## src/rtl/reg_file_pkg.sv

```systemverilog
// Shared constants for the multi-port register file.
// Default geometry and read-mode encodings.
package reg_file_pkg;

  localparam int DATA_W_DEF = 8;
  localparam int ADDR_W_DEF = 3;
  localparam int NUM_RD_DEF = 2;

  localparam int RD_COMB = 0;
  localparam int RD_REG  = 1;

endpackage

```

## src/rtl/reg_file_scoreboard.sv

```systemverilog
// Per-register busy bits: clear on write, set on issue (set wins).
// Ports: CLK, RESET, clr/set enables+addresses, rd_addr in, busy_rd out.
module reg_file_scoreboard
  import reg_file_pkg::*;
#(
  parameter int ADDR_W   = ADDR_W_DEF,
  parameter int NUM_RD   = NUM_RD_DEF,
  parameter int ZERO_REG = 0
) (
  input  logic                     CLK,
  input  logic                     RESET,
  input  logic                     clr_en,
  input  logic [ADDR_W-1:0]        clr_addr,
  input  logic                     set_en,
  input  logic [ADDR_W-1:0]        set_addr,
  input  logic [NUM_RD*ADDR_W-1:0] rd_addr,
  output logic [NUM_RD-1:0]        busy_rd
);

  localparam int DEPTH = 2 ** ADDR_W;

  logic [DEPTH-1:0] busy;
  logic             set_ok;

  assign set_ok = set_en &&
                  !((ZERO_REG != 0) && (set_addr == '0));

  // Set is applied after clear so a same-edge issue keeps the bit.
  always_ff @(posedge CLK) begin
    if (RESET) begin
      busy <= '0;
    end else begin
      if (clr_en) busy[clr_addr] <= 1'b0;
      if (set_ok) busy[set_addr] <= 1'b1;
    end
  end

  for (genvar k = 0; k < NUM_RD; k++) begin : g_rd
    assign busy_rd[k] = busy[rd_addr[k*ADDR_W +: ADDR_W]];
  end

endmodule

```

## src/rtl/reg_file_mp.sv

```systemverilog
// Multi-port register file with bypass, zero register and busy tracking.
// Ports: CLK, RESET, WRITE/INADDRESS/IN, RDADDR->OUT, BUSY_SET/BUSY_ADDR, BUSY.
module reg_file_mp
  import reg_file_pkg::*;
#(
  parameter int DATA_W   = DATA_W_DEF,
  parameter int ADDR_W   = ADDR_W_DEF,
  parameter int NUM_RD   = NUM_RD_DEF,
  parameter int REG_READ = RD_COMB,
  parameter int BYPASS   = 1,
  parameter int ZERO_REG = 0
) (
  input  logic                     CLK,
  input  logic                     RESET,
  input  logic                     WRITE,
  input  logic [ADDR_W-1:0]        INADDRESS,
  input  logic [DATA_W-1:0]        IN,
  input  logic [NUM_RD*ADDR_W-1:0] RDADDR,
  output logic [NUM_RD*DATA_W-1:0] OUT,
  input  logic                     BUSY_SET,
  input  logic [ADDR_W-1:0]        BUSY_ADDR,
  output logic [NUM_RD-1:0]        BUSY
);

  localparam int DEPTH = 2 ** ADDR_W;

  logic [DATA_W-1:0]        mem [DEPTH];
  logic                     write_ok;
  logic [NUM_RD*DATA_W-1:0] rd_flat;

  assign write_ok = WRITE &&
                    !((ZERO_REG != 0) && (INADDRESS == '0));

  always_ff @(posedge CLK) begin
    if (RESET) begin
      for (int i = 0; i < DEPTH; i++) mem[i] <= '0;
    end else if (write_ok) begin
      mem[INADDRESS] <= IN;
    end
  end

  // Word selected for each port before the optional output register.
  for (genvar k = 0; k < NUM_RD; k++) begin : g_rd
    logic [ADDR_W-1:0] ra;
    logic              is_zero;
    logic              hit;
    assign ra      = RDADDR[k*ADDR_W +: ADDR_W];
    assign is_zero = (ZERO_REG != 0) && (ra == '0);
    assign hit     = (BYPASS != 0) && write_ok &&
                     (INADDRESS == ra);
    assign rd_flat[k*DATA_W +: DATA_W] =
      is_zero ? '0 :
      hit     ? IN : mem[ra];
  end

  if (REG_READ == RD_REG) begin : g_reg
    logic [NUM_RD*DATA_W-1:0] out_q;
    always_ff @(posedge CLK) begin
      if (RESET) out_q <= '0;
      else       out_q <= rd_flat;
    end
    assign OUT = out_q;
  end else begin : g_comb
    assign OUT = rd_flat;
  end

  reg_file_scoreboard #(
    .ADDR_W   (ADDR_W),
    .NUM_RD   (NUM_RD),
    .ZERO_REG (ZERO_REG)
  ) u_sb (
    .CLK      (CLK),
    .RESET    (RESET),
    .clr_en   (write_ok),
    .clr_addr (INADDRESS),
    .set_en   (BUSY_SET),
    .set_addr (BUSY_ADDR),
    .rd_addr  (RDADDR),
    .busy_rd  (BUSY)
  );

endmodule
```

## config.mk

```make
export PLATFORM = sky130hd
export DESIGN_NAME = reg_file_mp
export DESIGN_NICKNAME = d
export VERILOG_FILES = /design/src/rtl/reg_file_pkg.sv /design/src/rtl/reg_file_scoreboard.sv /design/src/rtl/reg_file_mp.sv
export SDC_FILE = /design/constraint.sdc
export NUM_CORES = 1
export LEC_CHECK = 0
export BUFFER_PORTS_ARGS = -buffer_cell sky130_fd_sc_hd__buf_2
export CAP_MARGIN = 20
export CORE_MARGIN = 2
export CORE_UTILIZATION = 60
export DETAILED_ROUTE_END_ITERATION = 7
export PLACE_DENSITY = 0.81
export SYNTH_ARGS = -nofsm -noshare
export SYNTH_HDL_FRONTEND = slang
export SYNTH_SLANG_ARGS = --single-unit
```

## constraint.sdc

```tcl
create_clock -name CLK -period 2.21 [get_ports CLK]
set_clock_uncertainty 0.1 [all_clocks]
set_input_delay 0.1105 -clock CLK [delete_from_list [all_inputs] [get_ports CLK]]
set_output_delay 0.1105 -clock CLK [all_outputs]
set_load 0.05 [all_outputs]
```

==> flow_metrics.env <==
export IMPL_first_global_vias=2735
export IMPL_place_hpwl_mm=6.71
export IMPL_ys_ff_latch=72
export IMPL_regArea_sq_um=2080
export IMPL_start_kind="register"
export IMPL_ir_worst_vdd_v=0.000415
export IMPL_cp_top_family="multiplexers"
export IMPL_endpoint_kind="output port"
export IMPL_vias=2659
export IMPL_drcViolationCount=0
export IMPL_clock_latency_ns=0.35
export IMPL_numClockSinks=72
export IMPL_critPathMaxFanout=2
export IMPL_postCtsSetupRepairBufs=0
export IMPL_die_x_um=88.4
export IMPL_setup_violations=0
export IMPL_yosysTopAreaCellShare=0.450
export IMPL_finish_instance_area_sq_um=4880
export IMPL_crit_path_cell_trace="mux4_2, mux2_2, mux2_4, buf_6"
export IMPL_critPathKind="register to output port"
export IMPL_rsz0062_at_grt="true"
export IMPL_drtAntennaViolNets=0
export IMPL_finalNetCount=357
export IMPL_wl_met1_mm=3.86
export IMPL_synth_async_reset_ratio=0
export IMPL_hp_class="input pin to register"
export IMPL_max_cap_violations=0
export IMPL_timing_fmax_ghz=0.454
export IMPL_synth_flop_cell="edfxtp_1"
export IMPL_synth_largest_area_cell="edfxtp_1"
export IMPL_grt_max_degree=20
export IMPL_pre_cts_ws_ns=0.209
export IMPL_multiInputGateArea_sq_um=1990
export IMPL_maxSlewViolCount=0
export IMPL_slowest_stage="mux4_2"
export IMPL_critPathBufInv=1
export IMPL_numCtsBuffers=9
export IMPL_clockRootBuffer="clkbuf_8"
export IMPL_io_buffers=41
export IMPL_area_delta_synth_final_pct=14.4
export IMPL_syn_num_nets=298
export IMPL_grt_usage=0.272
export IMPL_yosysSeqAreaShare=0.488
export IMPL_p_leak_nw=1.85
export IMPL_dr_wl_met3_um=596
export IMPL_drt_initial_drc_count=191
export IMPL_dieArea_sq_um=7810
export IMPL_wl_per_cell_um=22.2
export IMPL_cp_required_ns=2.00
export IMPL_synthTopCellsByArea="edfxtp_1, mux4_1, and2_1, mux4_2, mux2_2"
export IMPL_cts_tree="built"
export IMPL_slew_headroom=0.582
export IMPL_synth_cell_type_count=30
export IMPL_core_area_sq_um=6830
export IMPL_worst_slew_pin_slew_ns=0.624
export IMPL_htreeDepth=3
export IMPL_drive_gt1_frac=0.391
export IMPL_placed_area_sq_um=4630
export IMPL_drtPass1Iterations=5
export IMPL_arrival_ns=1.99
export IMPL_diodes=0
export IMPL_rows=30
export IMPL_synth_edf_count=64
export IMPL_io_pins=42
export IMPL_period_share=0.996
export IMPL_run_status="completed"
export IMPL_path_clk_slew_ns=0.07
export IMPL_gp_congestion=0.857
export IMPL_fill_cells=484
export IMPL_wl_met2_mm=4.90
export IMPL_final_cell_mix="and2_1, edfxtp_1, mux4_2"
export IMPL_start_util=0.625
export IMPL_syn_area_per_cell_sq_um=15.6
export IMPL_overflow=0
export IMPL_top_layer_used="met4"
export IMPL_syn_area_sq_um=4270
export IMPL_yosysWarnings=0
export IMPL_cts_buffer_depth=2
export IMPL_min_period_ns=2.20
export IMPL_syn_instance_count=274
export IMPL_viasPerCell=6.13
export IMPL_layout_setup_ws_ns=0.00818
export IMPL_antenna_found_initial=0
export IMPL_chipHeight_um=88.4
export IMPL_grt_pass1_wl_mm=14.9
export IMPL_finalHoldViolCount=0
export IMPL_p_per_area_nw_per_um2=669
export IMPL_wl_mm=9.64
export IMPL_cpPeakStageDelay_ns=0.48
cells in the mapped netlist (all sizes together), types with 2 or more instances:
cell	number
edfxtp	64
nor2	6
o21ai	4
nand4	4
nand2b	4
o21bai	4
buf	10
dfxtp	8
or3b	3
o22ai	4
inv	8
a21oi	2
nor3	3
xnor2	6
o31ai	2
nand2	2
mux2	34
and2	64
clkbuf	3
mux4	36
cell type report:
cell class / count / area share
clock buffers: 12 / 0.0277
well taps: 96 / 0.0246
multi-input cells: 181 / 0.407
repair buffers: 61 / 0.104
inverters: 8 / 0.00615
flip-flops and latches: 72 / 0.426
clock inverters: 4 / 0.00436
sequential cells by signal (all words and copies together) (netlist names):
signal / cells
mem: 64
u_sb.busy: 8
worst paths after layout:
check | from | end | slack [ns] | cells past startpoint
min | IN[7] | mem[0][7] | 0.08 | 2
max | mem[1][5] | OUT[13] | 0.008 | 4
min reg2reg | u_sb.busy[0] | u_sb.busy[0] | 0.38 | 2
max reg2reg | u_sb.busy[7] | u_sb.busy[7] | 0.93 | 3
where the power goes:
part | leakage [nW] | switching [W] | total, W | internal, W
sequential | 0.684 | 0.0000444 | 0.00161 | 0.00157
combinational | 1.09 | 0.000422 | 0.000788 | 0.000366
clock | 0.0794 | 0.000465 | 0.000866 | 0.000401
total | 1.85 | 0.000932 | 0.00326 | 0.00233
through the flow:
| stage | hold WS (ns) | utilization | power [W] | cells | TNS (ns) |
|---|---|---|---|---|---|
| CTS | 0.0776 | 0.712 | 0.00324 | 434 | -0.00115 |
| finish | 0.0828 | 0.715 | 0.00326 | 434 | 0 |
| detailed placement | 0.290 | 0.677 | 0.00235 | 412 | 0 |
| floorplan | 0.105 | - | 0.00216 | 274 | 0 |
| global route | 0.114 | 0.715 | 0.00337 | 434 | -0.0124 |
| global placement | 0.266 | 0.677 | 0.00233 | 412 | 0 |
timing repair:
| item | CTS | global route |
|---|---|---|
| gates resized for setup | 29 | 16 |
| hold buffers | 6 | 0 |
| hold endpoints to repair | 6 | 0 |
| endpoints found under the setup margin | 14 | 13 |
kinds of logic (layout without fill, tap and decap cells):
kind of cell    Yosys count  after routing  share of synthesized area
buf+inv                  21             85                     0.0360
flops                    72             72                      0.488
compound gates           18             18                     0.0278
simple gates             87             87                      0.127
xor+xnor                  6              6                     0.0123
mux                      70             70                      0.309
routing by layer:
layer  vias to the layer above  GRT usage
met4                         0      0.152
met3                        26     0.0420
met1                      1324      0.349
met2                       121      0.447
li1                       1188          -
met5                         -          0
worst reg2reg max path, delay by kind of cell, from the launching register on:
family | cells | cell delay, ns
AOI/OAI and AO/OA | 2 | 0.22
DFF | 1 | 0.36
buffers and inverters | 1 | 0.55
Power figures use the tool's default switching activity.
